==> config.mk <==
export PLATFORM = sky130hd
export DESIGN_NAME = ffd_pipe_param
export DESIGN_NICKNAME = d
export VERILOG_FILES = /design/src/rtl/ffd_pipe_param.sv
export SDC_FILE = /design/constraint.sdc
export NUM_CORES = 1
export LEC_CHECK = 0
export ABC_AREA = 1
export BUFFER_PORTS_ARGS = -buffer_cell sky130_fd_sc_hd__clkbuf_2
export CAP_MARGIN = 20
export CELL_PAD_IN_SITES_DETAIL_PLACEMENT = 1
export CELL_PAD_IN_SITES_GLOBAL_PLACEMENT = 1
export CORE_ASPECT_RATIO = 0.7
export CORE_MARGIN = 2
export CORE_UTILIZATION = 47
export DETAILED_ROUTE_END_ITERATION = 7
export GPL_ROUTABILITY_DRIVEN = 0
export GPL_TIMING_DRIVEN = 0
export PLACE_DENSITY_LB_ADDON = 0.05
export SETUP_SLACK_MARGIN = 0.2
export SLEW_MARGIN = 15
export SYNTH_ARGS = -nofsm -noshare
export SYNTH_HDL_FRONTEND = slang
export SYNTH_SLANG_ARGS = --single-unit
==> constraint.sdc <==
create_clock -name clk -period 4.8 [get_ports clk]
set_clock_uncertainty 0.1 [all_clocks]
set_input_delay 1.44 -clock clk [delete_from_list [all_inputs] [get_ports clk]]
set_output_delay 1.44 -clock clk [all_outputs]
set_load 0.02 [all_outputs]
==> src/rtl/ffd_pipe_param.sv <==
// Purpose : parametrised registered delay line (WIDTH x DEPTH) with per-stage
//           valid tags, shared advance enable, synchronous flush and a
//           registered occupancy count.
// Latency : DEPTH enabled edges from capture to Q_out; stalls add latency 1:1.
// Backpressure: none; enable=0 freezes the whole line, flush empties it.
//
// Ports:
//   clk        rising-edge clock
//   reset      asynchronous active-high clear of all state
//   datos      data presented to stage 0
//   valid_in   valid tag captured with datos
//   enable     advance strobe, shifts the whole line by one stage
//   flush      synchronous clear, wins over enable
//   Q_out      data of the last stage (registered)
//   valid_out  valid tag of the last stage (registered)
//   ocupacion  number of stages holding a valid word (registered)
module ffd_pipe_param #(
  parameter int               WIDTH     = 8,
  parameter int               DEPTH     = 4,
  parameter logic [WIDTH-1:0] RESET_VAL = '0,
  localparam int              CW        = $clog2(DEPTH + 1)
) (
  input  logic             clk,
  input  logic             reset,
  input  logic [WIDTH-1:0] datos,
  input  logic             valid_in,
  input  logic             enable,
  input  logic             flush,
  output logic [WIDTH-1:0] Q_out,
  output logic             valid_out,
  output logic [CW-1:0]    ocupacion
);

  logic [WIDTH-1:0] r_data [DEPTH];
  logic [DEPTH-1:0] r_vld;
  logic [CW-1:0]    r_cnt;
  logic [CW-1:0]    w_cnt_nxt;

  // One word may enter and one may leave per advance, so the count moves by
  // at most one. It stays within 0..DEPTH because it tracks popcount(r_vld).
  assign w_cnt_nxt = r_cnt + CW'(valid_in) - CW'(r_vld[DEPTH-1]);

  always_ff @(posedge clk or posedge reset) begin
    if (reset) begin
      for (int i = 0; i < DEPTH; i++) begin
        r_data[i] <= RESET_VAL;
      end
      r_vld <= '0;
      r_cnt <= '0;
    end else if (flush) begin
      // Flush discards whatever is being presented on this edge as well.
      for (int i = 0; i < DEPTH; i++) begin
        r_data[i] <= RESET_VAL;
      end
      r_vld <= '0;
      r_cnt <= '0;
    end else if (enable) begin
      // Data shifts regardless of its tag; invalid words are just bubbles.
      r_data[0] <= datos;
      r_vld[0]  <= valid_in;
      for (int i = 1; i < DEPTH; i++) begin
        r_data[i] <= r_data[i-1];
        r_vld[i]  <= r_vld[i-1];
      end
      r_cnt <= w_cnt_nxt;
    end
  end

  assign Q_out     = r_data[DEPTH-1];
  assign valid_out = r_vld[DEPTH-1];
  assign ocupacion = r_cnt;

endmodule

==> summary.md, run 1 <==
| Metric | Value |
|---|---|
| Setup TNS | `0 ns` |
| Worst-skew pair later-pin latency | `0.29 ns` |
| Postcts setup bufs | `0` |
| Largest net degree at the start of global routing | `38` |
| Critical Path RT | `3.26 ns` |
| Synth-to-Final Area Change | `16.7%` |
| FF+latch count, synth | `39` |
| Post-DP HPWL | `2490 um` |
| Endpoints failing hold | `0` |
| Switching Fraction | `0.253` |
| Detailed Route WL | `3440 um` |
| Die width | `76.2 um` |
| Vias per cell | `4.81` |
| Drt wl/cell | `14.0 um` |
| Netlist cell types | `18` |
| Clock Power Share | `0.342` |
| Max Slew Vio Count | `0` |
| Cell Area, Placed | `0.00192 mm^2` |
| Net switching power figure | `0.156 mW` |
| Main synth FF type | `dfrtp_1` |
| Peak supply drop | `0.215 mV` |
| CP max stage cell | `dfrtp_1` |
| Final ANT Viol Nets | `0` |
| Fmax | `0.399 GHz` |
| Crit path largest cell delay | `0.40 ns` |
| Final instance area | `0.00200 mm^2` |
| Cell family with most CP delay | `flip-flops` |
| Post-Synthesis Cells | `162` |
| Synth Area per Inst | `10.6 um^2` |
| Boundary Pins | `25` |
| Starting density of the core | `0.488` |
| HP Class | `register to register` |
| Netlist Area Pre-Place | `0.00172 mm^2` |
| Max FO, Critical Path | `2` |
| Internal power | `0.460 mW` |
| Async set-reset flop share out of synthesis | `1.00` |
| Antenna diodes | `0` |
| Fin crit period | `2.51 ns` |
| Core Area | `0.00351 mm^2` |
| Layout net count | `210` |
| Most frequent cell after synthesis | `dfrtp_1` |
| Die H | `54.5 um` |
| First-pass GRT wire length | `5910 um` |
| Met1 Use GR | `0.228` |
| RSZ-0062 raised after global routing | `no` |
| Crit start category | `register` |
| Final period utilization | `0.522` |
| GR Util met3 | `0.0495` |
| Flop pwr share | `0.556` |
| H-tree depth | `2` |
| Reg clk slew, reported paths | `0.08 ns` |
| Crit. End Element | `primary output` |
| DRC errors left | `0` |
| Iter 0 DRT Violations | `59` |
| Synth Net Count | `178` |
| CTS tree | `yes` |
| CP Cell Sequence | `buf_4 > clkbuf_2` |
| Initial DRT Pass Iterations | `5` |
| Row cnt | `18` |
| Area leader, netlist | `dfrtp_1` |
| Share of the synthesized area in the top cell type | `0.569` |
| Layout cells sized above 1 | `0.359` |
| Tightest Pin Transition | `0.243 ns` |
| Cell Pwr Density | `308 mW/mm^2` |
| WP buf/inv | `2` |
| Cts repair resizes | `0` |
| Port Buf Inserts | `24` |
| Total number of vias | `1,178` |
| Final setup viols | `0` |
| Sequential fraction of the synthesis area | `0.569` |
| Root Driver | `clkbuf_8` |
| Crit path kind | `register to primary output` |
| Busiest grt layer | `met2` |
| Status | `complete, no violations` |
| # hold bufs at CTS | `0` |
| Post-synth top cells | `dfrtp_1 (39), inv_1 (32), nand2_1 (27)` |
| Leakage | `0.980 nW` |
| Critical Path AT | `0.97 ns` |
| Grt met2 use | `0.347` |
| Synthesis warning total | `0` |
| Grt ovf | `0` |
| Comb power frac | `0.102` |
| CTS Buf Count | `5` |
| Max-slew headroom | `0.836` |
| Post-synth EDFFs | `0` |
| CTS max path bufs | `2` |
| Total track usage | `0.191` |
| Initial antenna violation count | `0` |
| Num Clock Sinks | `39` |
| Die Area | `0.00416 mm^2` |
| Max_cap viols | `0` |
| Top cells by area, synth | `dfrtp_1 (57%), inv_1 (7.0%), nand2_1 (5.9%), o21ai_2 (5.6%), buf_4 (4.4%)` |
| Vias in the first global route | `1,272` |
==> per-layer routing <==
layer | vias up | wire [um]
li1 | 568 | -
met1 | 581 | 1570
met2 | 22 | 1690
met3 | 7 | 128
met4 | 0 | 51
met5 | - | 0
==> cell usage in the layout, fill, tap and decap left out <==
cell | synthesis | routed
nand2_1 | 27 | 27
buf_6 | 4 | 4
inv_4 | 1 | 1
nor2_4 | 1 | 1
ha_1 | 2 | 2
nand3_2 | 1 | 1
o22ai_2 | 6 | 6
fa_1 | 1 | 1
clkbuf_2 | 0 | 24
o21ai_2 | 11 | 11
o22ai_1 | 9 | 9
clkbuf_8 | 0 | 5
inv_2 | 1 | 2
buf_4 | 10 | 10
nand2_4 | 1 | 1
dfrtp_1 | 39 | 39
o21ai_0 | 12 | 12
nand3b_1 | 1 | 1
inv_1 | 32 | 31
buf_12 | 0 | 1
nand3_1 | 3 | 3
clkinv_2 | 0 | 3
==> state kept, by name (all words and copies together) (netlist names) <==
register   flops
r_vld          4
r_data        24
ocupacion      3
Q_out          8
==> cells by family after synthesis <==
| logic type | Yosys count | share of synthesized area |
|---|---|---|
| flip-flops | 39 | 0.569 |
| buffers and inverters | 48 | 0.146 |
| AND/OR/NAND/NOR | 34 | 0.0912 |
| adder cells (fa/ha/maj) | 3 | 0.0263 |
| AO/OA/AOI/OAI | 38 | 0.168 |
==> final timing paths <==
check | start | to | slack, ns | depth (start not counted)
max reg2reg | ocupacion[0] | ocupacion[2] | 2.97 | 9
max | Q_out[0] | Q_out[0] | 2.29 | 2
min reg2reg | Q_out[2] | Q_out[2] | 0.39 | 2
min in group asynchronous | reset | r_data[15] | 0.89 | 2
min | Q_out[2] | Q_out[2] | 0.39 | 2
max in group asynchronous | reset | ocupacion[0] | 3.32 | 3
==> tightest hold or removal path, stage by stage (launching register included) <==
cell     delay [ns]
dfrtp_1        0.35
nand2_1        0.06
o21ai_2        0.05
==> power groups by stage <==
stage                     Sequential [mW]  Combinational, mW  Clock, mW
after global placement              0.348             0.0587          0
after detailed placement            0.349             0.0640          0
after CTS                           0.343             0.0645      0.215
after floorplan                     0.350             0.0405          0
after global routing                0.344             0.0711      0.232
final                               0.343             0.0629      0.211
==> final cells by class <==
type / count / area, um^2
fill: 426 / 1510
sequential: 39 / 976
multi-input combinational: 75 / 489
timing repair buffer: 25 / 140
inverter: 34 / 130
buffer: 14 / 120
clock buffer: 5 / 68.8
tap: 50 / 62.6
clock inverter: 3 / 15.0
==> stage by stage <==
| step | instances | utilization | setup WS (ns) | power (mW) | hold slack (ns) |
|---|---|---|---|---|---|
| 5_1_grt | 245 | 0.570 | 2.27 | 0.647 | 0.411 |
| 4_1_cts | 245 | 0.570 | 2.29 | 0.622 | 0.396 |
| 3_5_place_dp | 237 | 0.546 | 2.16 | 0.413 | 0.378 |
| 6_report | 245 | 0.570 | 2.29 | 0.616 | 0.389 |
| 2_1_floorplan | 162 | - | 2.36 | 0.390 | 0.354 |
| 3_3_place_gp | 236 | 0.540 | 1.91 | 0.407 | 0.367 |
Note: power is estimated with default switching activity, not from simulation.
==> run 2, diff against run 1 <==
--- a/config.mk
+++ b/config.mk
@@ -5,14 +5,14 @@
 export SDC_FILE = /design/constraint.sdc
 export NUM_CORES = 1
 export LEC_CHECK = 0
-export ABC_AREA = 1
+export ABC_AREA = 0
 export BUFFER_PORTS_ARGS = -buffer_cell sky130_fd_sc_hd__clkbuf_2
 export CAP_MARGIN = 20
 export CELL_PAD_IN_SITES_DETAIL_PLACEMENT = 1
 export CELL_PAD_IN_SITES_GLOBAL_PLACEMENT = 1
 export CORE_ASPECT_RATIO = 0.7
 export CORE_MARGIN = 2
-export CORE_UTILIZATION = 47
+export CORE_UTILIZATION = 40
 export DETAILED_ROUTE_END_ITERATION = 7
 export GPL_ROUTABILITY_DRIVEN = 0
 export GPL_TIMING_DRIVEN = 0
==> constraint.sdc (replaced) <==
create_clock -name clk -period 2.24 [get_ports clk]
set_clock_uncertainty 0.1 [all_clocks]
set_input_delay 0.672 -clock clk [delete_from_list [all_inputs] [get_ports clk]]
set_output_delay 0.672 -clock clk [all_outputs]
set_load 0.02 [all_outputs]
==> run 2 against run 1 <==
  * First-iteration DRC count is 85% lower
  * Synthesized area increased by 2.0%
  * Global-route usage decreased by 3.9 points
  * Register-to-register slack got worse by 2.7 ns
  * Via count is 7.8% lower
  * Synthesized cell count shrank 10%
  * Die area is 19% higher
  * Core utilization is 8.2 points lower
  * Clock power rose to 2.8 times the previous value
  * Routed wire length is 0.76% higher
  * Combinational power grew 130%
==> summary.md, run 2 <==
| Metric | Value |
|---|---|
| Status | `complete, no violations` |
| Synth-to-Final Area Change | `19.4%` |
| Vias per cell | `4.66 (-3.1%)` |
| Sequential fraction of the synthesis area | `0.558 (-0.0110)` |
| RSZ-0062 raised after global routing | `no` |
| Max FO, Critical Path | `3 (+1)` |
| Synth Net Count | `161 (-9.6%)` |
| Starting density of the core | `0.409 (-0.0795)` |
| Netlist Area Pre-Place | `0.00175 mm^2 (+2.0%)` |
| Area leader, netlist | `dfrtp_1` |
| Leakage | `1.15 nW (+17%)` |
| Post-synth top cells | `dfrtp_1 (39), nor2_1 (39), mux2i_1 (38)` |
| Post-Synthesis Cells | `145 (-10%)` |
| Crit start category | `register` |
| Max Slew Vio Count | `0 (unchanged)` |
| Total number of vias | `1,086 (-7.8%)` |
| Async set-reset flop share out of synthesis | `1.00 (unchanged)` |
| Util after Layout | `0.488 (-0.0818)` |
| Row cnt | `20 (+2)` |
| Biggest register | `r_data` |
| Antenna diodes | `0 (unchanged)` |
| FF+latch count, synth | `39 (unchanged)` |
| HP Class | `input port to async pin` |
| Layout cells sized above 1 | `0.298 (-0.0612)` |
| Synthesis warning total | `0 (unchanged)` |
| Num Clock Sinks | `39 (unchanged)` |
| Setup TNS | `0 ns (unchanged)` |
| Most frequent cells in the layout | `dfrtp_1 (39), nor2_1 (39), mux2i_1 (38), clkbuf_2 (23), buf_4 (9)` |
| Root Driver | `clkbuf_8` |
| Peak supply drop | `0.324 mV (+51%)` |
| H-tree depth | `2 (unchanged)` |
| Placed instance count | `224 (-5.5%)` |
| Fin crit period | `1.93 ns` |
| Final period utilization | `0.862` |
| Reg area | `976 um^2 (unchanged)` |
| Place WS | `0.188 ns (-1.97 ns)` |
| Reg clk slew, reported paths | `0.07 ns (about the same)` |
| Largest net degree at the start of global routing | `36 (-5.3%)` |
| Post-synth EDFFs | `0 (unchanged)` |
| Detailed Route WL | `3470 um (+0.76%)` |
| Finished Layout Cells | `233 (-4.9%)` |
| Cell Pwr Density | `711 mW/mm^2 (+130%)` |
| Cell Area, Placed | `0.00195 mm^2 (+1.8%)` |
| First-pass GRT wire length | `5450 um (-7.7%)` |
| Final instance area | `0.00209 mm^2 (+4.3%)` |
| Fmax | `0.518 GHz` |
| Tightest Pin Transition | `0.475 ns (+0.233 ns)` |
| Boundary Pins | `25 (unchanged)` |
| Initial DRT Pass Iterations | `2 (-3)` |
| CTS tree | `yes` |
| Iter 0 DRT Violations | `9 (-85%)` |
| Final ANT Viol Nets | `0 (unchanged)` |
| Endpoints failing hold | `0 (unchanged)` |
| Drt wl/cell | `14.9 um (+5.9%)` |
| Die width | `83.0 um (+9.0%)` |
| Multi-input gate area | `614 um^2 (+26%)` |
| CTS Buf Count | `5 (unchanged)` |
| Top cells by area, synth | `dfrtp_1 (56%), mux2i_1 (22%), nor2_1 (8.4%), buf_4 (3.4%), buf_8 (3.4%)` |
| Initial antenna violation count | `0 (unchanged)` |
| Post-DP HPWL | `2450 um (-1.8%)` |
| Core Area | `0.00428 mm^2 (+22%)` |
| Netlist cell types | `15 (-3)` |
| Layout net count | `193 (-8.1%)` |
| Final setup viols | `0 (unchanged)` |
| Max_cap viols | `0 (unchanged)` |
| Main synth FF type | `dfrtp_1` |
| Share of the synthesized area in the top cell type | `0.558 (-0.0110)` |
| Crit. End Element | `register` |
| Crit path kind | `register to register` |
| Port Buf Inserts | `23 (-4.2%)` |
| Vias in the first global route | `1,160 (-8.8%)` |
| Setup WS post-layout | `0.309 ns (-1.98 ns)` |
| Worst-skew pair later-pin latency | `0.29 ns (about the same)` |
| CTS max path bufs | `2 (unchanged)` |
| Critical Path AT | `2.01 ns (+1.04 ns)` |
| Grt ovf | `0 (unchanged)` |
| R2R Setup Slk | `0.31 ns (-2.66 ns)` |
| DRC errors left | `0 (unchanged)` |
| Layout fillers | `458 (+7.5%)` |
| Max-slew headroom | `0.683 (-0.153)` |
| Die Area | `0.00493 mm^2 (+19%)` |
| Die H | `59.3 um (+8.8%)` |
| Critical Path RT | `2.32 ns (-0.94 ns)` |
| Total track usage | `0.152 (-0.0388)` |
| Max reg flops | `24 (unchanged)` |
| Synth Area per Inst | `12.1 um^2 (+14%)` |
==> run 2: cell types whose count changed after synthesis, moves of 4 or more <==
cell     delta
buf_8       +4
inv_1      -27
mux2i_1    +38
nand2_1    -27
nor2_1     +39
o21ai_0    -12
o21ai_2    -11
o22ai_1     -9
o22ai_2     -6
==> run 2: critical path: stages, from the launching register on <==
cell and delay (ns):
dfrtp_1 0.38, inv_1 0.06, ha_1 0.27, inv_1 0.06, ha_1 0.13, inv_1 0.05, fa_2 0.35, xor2_2 0.17
a21oi_2 0.07, a31o_1 0.18
==> run 2: area by class of cell <==
class	count	share of cell area
Buffer	17	0.0719
Clock buffer	6	0.0395
Clock inverter	2	0.0168
Inverter	5	0.00899
Multi-Input combinational cell	84	0.294
Sequential cell	39	0.467
Tap cell	55	0.0330
Timing Repair Buffer	25	0.0683
==> run 2: power breakdown <==
group	internal (mW)	total, mW	switching, mW	leakage, nW
combinational	0.0634	0.145	0.0811	0.555
sequential	0.725	0.739	0.0141	0.535
clock	0.360	0.600	0.240	0.0612
total	1.15	1.48	0.335	1.15
==> run 2: cell families (layout without fill, tap and decap cells) <==
logic type	Yosys count	after routing	synth area share
muxes	38	38	0.217
DFF	39	39	0.558
adders and majority gates	3	3	0.0257
AOI/OAI and AO/OA	2	2	0.0100
and+or+nand+nor	40	40	0.0873
xor gates and xnor gates	1	1	0.00501
buffers and inverters	22	55	0.0966
==> run 2: repair_timing <==
action | in CTS | in global routing
gates resized for setup | 0 | 2
setup endpoints to repair | 0 | 1
hold buffers | 0 | 0
setup buffers | 0 | 1
==> run 2: worst paths after layout <==
kind,start,endpoint,cells past startpoint
worst min register to register,r_data[21],r_data[13],2
worst max register to register,ocupacion[0],ocupacion[2],9
worst max-delay path,ocupacion[0],ocupacion[2],9
min in group clk,r_data[21],r_data[13],2
worst min-delay path,reset,r_data[31],2
max in group asynchronous,reset,r_data[13],3
==> run 2: per-layer routing <==
metal  GRT usage  vias up  wire [um]
met5           0        -          0
met4      0.0492        0         42
met3      0.0655        6        152
met2       0.264       18       1720
met1       0.175      539       1560
li1            -      523          -
==> run 2: metrics by stage <==
stage          hold WS [ns]  total power [mW]
2_1_floorplan         0.386             0.851
3_3_place_gp          0.402             0.885
6_report              0.135              1.48
5_1_grt               0.124              1.56
3_5_place_dp          0.413             0.898
4_1_cts               0.130              1.50
==> run 3, diff against run 2 <==
--- a/config.mk
+++ b/config.mk
@@ -12,7 +12,8 @@
 export CELL_PAD_IN_SITES_GLOBAL_PLACEMENT = 1
 export CORE_ASPECT_RATIO = 0.7
 export CORE_MARGIN = 2
-export CORE_UTILIZATION = 40
+export CORE_UTILIZATION = 48
+export CTS_CLUSTER_SIZE = 10
 export DETAILED_ROUTE_END_ITERATION = 7
 export GPL_ROUTABILITY_DRIVEN = 0
 export GPL_TIMING_DRIVEN = 0
==> constraint.sdc (replaced) <==
create_clock -name clk -period 2.35 [get_ports clk]
set_clock_uncertainty 0.1 [all_clocks]
set_input_delay 0.705 -clock clk [delete_from_list [all_inputs] [get_ports clk]]
set_output_delay 0.705 -clock clk [all_outputs]
set_load 0.02 [all_outputs]
==> run 3 against run 2 <==
  * Via count stayed put
  * Cell area shrank 2.9%
  * Clock-buffer cell count is the same
  * Routed wire length fell by 6.6%
  * Global-route usage rose by 2.2 points
  * Clock power is 34% lower
  * Combinational power is 7% lower
  * Cell count down 3.4%
  * Sequential share of layout area grew 1.4 points
  * First-iteration DRC count is 89% higher
  * Critical endpoint unchanged
  * Largest cell class unchanged
  * Largest power group unchanged
  * Highest routed layer unchanged
==> summary.md, run 3 (synthesis results as in run 2) <==
| Metric | Value |
|---|---|
| Fmax | `0.503 GHz (-3.0%)` |
| Status | `complete, no violations` |
| Layout fillers | `396 (-14%)` |
| Most frequent cells in the layout | `dfrtp_1 (39), nor2_1 (39), mux2i_1 (38), clkbuf_2 (23), buf_4 (8)` |
| Tightest Pin Transition | `0.437 ns (-0.0387 ns)` |
| Final ANT Viol Nets | `0 (unchanged)` |
| Vias per cell | `4.83 (+3.6%)` |
| Crit start category | `register` |
| Worst R2R Path Depth | `8 (-1)` |
| Cts repair resizes | `0 (unchanged)` |
| Max FO, Critical Path | `3 (unchanged)` |
| Num Clock Sinks | `39 (unchanged)` |
| Crit path kind | `register to register` |
| Core Area | `0.00351 mm^2 (-18%)` |
| Fin crit period | `1.99 ns (+0.0588 ns)` |
| Largest net degree at the start of global routing | `36 (unchanged)` |
| Max-slew headroom | `0.709 (+0.0258)` |
| Antenna diodes | `0 (unchanged)` |
| Design Power | `1.24 mW (-17%)` |
| R2r endpoint | `ocupacion[2]` |
| Vias in the first global route | `1,125 (-3.0%)` |
| H-tree depth | `2 (unchanged)` |
| Root Driver | `clkbuf_8` |
| DRC errors left | `0 (unchanged)` |
| Starting density of the core | `0.498 (+0.0891)` |
| Finished Layout Cells | `225 (-3.4%)` |
| RSZ-0062 raised after global routing | `no` |
| Placed instance count | `219 (-2.2%)` |
| Layout net count | `192 (-0.52%)` |
| Drt wl/cell | `14.4 um (-3.3%)` |
| Initial DRT Pass Iterations | `2 (unchanged)` |
| CTS tree | `yes` |
| Total track usage | `0.175 (+0.0223)` |
| Setup TNS | `0 ns (unchanged)` |
| Worst-skew pair later-pin latency | `0.28 ns (about the same)` |
| Row cnt | `18 (-10%)` |
| Synth-to-Final Area Change | `15.9%` |
| Die Area | `0.00415 mm^2 (-16%)` |
| Crit. End Element | `register` |
| Max_cap viols | `0 (unchanged)` |
| # hold bufs at CTS | `0 (unchanged)` |
| Die H | `54.5 um (-8.1%)` |
| CTS max path bufs | `2 (unchanged)` |
| Endpoints failing hold | `0 (unchanged)` |
| Peak supply drop | `0.370 mV (+14%)` |
| Port Buf Inserts | `23 (unchanged)` |
| First-pass GRT wire length | `5400 um (-1.0%)` |
| Detailed Route WL | `3240 um (-6.6%)` |
| Reg clk slew, reported paths | `0.07 ns (about the same)` |
| Cell Pwr Density | `611 mW/mm^2 (-14%)` |
| R2R Setup Slk | `0.36 ns (+0.05 ns)` |
| Grt ovf | `0 (unchanged)` |
| Total number of vias | `1,086 (unchanged)` |
| Iter 0 DRT Violations | `17 (+8)` |
| CTS Buf Count | `5 (unchanged)` |
| Final setup viols | `0 (unchanged)` |
| RR Startpoint | `r_vld[3]` |
| Postcts setup bufs | `0 (unchanged)` |
| Boundary Pins | `25 (unchanged)` |
| Critical Path AT | `2.06 ns (+0.05 ns)` |
| Max reg flops | `24 (unchanged)` |
| Critical Path RT | `2.42 ns (+0.10 ns)` |
| Die width | `76.2 um (-8.3%)` |
| Util after Layout | `0.577 (+0.0889)` |
| HP Class | `input port to async pin` |
| Max Slew Vio Count | `0 (unchanged)` |
| Initial antenna violation count | `0 (unchanged)` |
| Layout cells sized above 1 | `0.274 (-0.0235)` |
| Biggest register | `r_data` |
| Post-DP HPWL | `2410 um (-1.4%)` |
| Leakage | `1.12 nW (-2.5%)` |
| Final period utilization | `0.847 (-0.0153)` |
[run 3: changes by cell type in the layout (fill, tap and decap cells not counted)]
cell       previous run  this run
fa_1                  0         1
fa_2                  1         0
clkinv_2              1         0
clkbuf_1              1         2
bufinv_16             1         0
buf_4                 9         8
clkbuf_8              6         5
[run 3: area by class of cell]
cell class	count	area (um^2)	area share
Inverter	5	18.8	0.00926
Clock buffer	6	72.6	0.0358
Tap cell	50	62.6	0.0309
Timing Repair Buffer	24	135	0.0667
Sequential cell	39	976	0.481
Multi-Input combinational cell	84	612	0.302
Buffer	17	150	0.0741
[run 3: routing by layer]
layer  up-vias  GRT usage  share of wire
met5         -          0              0
met4         0     0.0636         0.0083
met3         5     0.0495          0.036
met2        18      0.307           0.49
met1       544      0.215           0.46
li1        519          -              -
[run 3: worst max path at each step]
stage | slack, ns | to | depth (start not counted) | startpoint
6_report | 0.36 | ocupacion[2] | 8 | r_vld[3]
4_1_cts | 0.32 | ocupacion[2] | 8 | r_vld[3]
3_5_place_dp | 0.24 | ocupacion[2] | 7 | valid_in
3_3_place_gp | 0.20 | Q_out[6] | 2 | reset
2_1_floorplan | 0.34 | ocupacion[2] | 9 | ocupacion[0]
5_1_grt | 0.24 | ocupacion[2] | 9 | ocupacion[0]
[run 3: worst max-delay path: stages, from the launching register on]
cell,delay (ns)
dfrtp_1,0.40
ha_1,0.30
inv_1,0.06
ha_1,0.14
inv_1,0.05
fa_1,0.40
xor2_2,0.19
a21oi_2,0.08
a31o_1,0.17
[run 3: power by group]
part | leakage, nW | switching [mW] | total, mW | internal [mW]
clock | 0.0371 | 0.202 | 0.399 | 0.198
combinational | 0.550 | 0.0751 | 0.135 | 0.0598
sequential | 0.535 | 0.0132 | 0.705 | 0.692
total | 1.12 | 0.290 | 1.24 | 0.949
[run 3: per-stage QoR]
stage	hold WS, ns	instance area, um^2	worst slack (ns)
2_1_floorplan	0.386	1750	0.344
3_3_place_gp	0.400	1930	0.202
3_5_place_dp	0.409	1950	0.244
4_1_cts	0.169	2020	0.319
5_1_grt	0.171	2030	0.245
6_report	0.177	2030	0.361
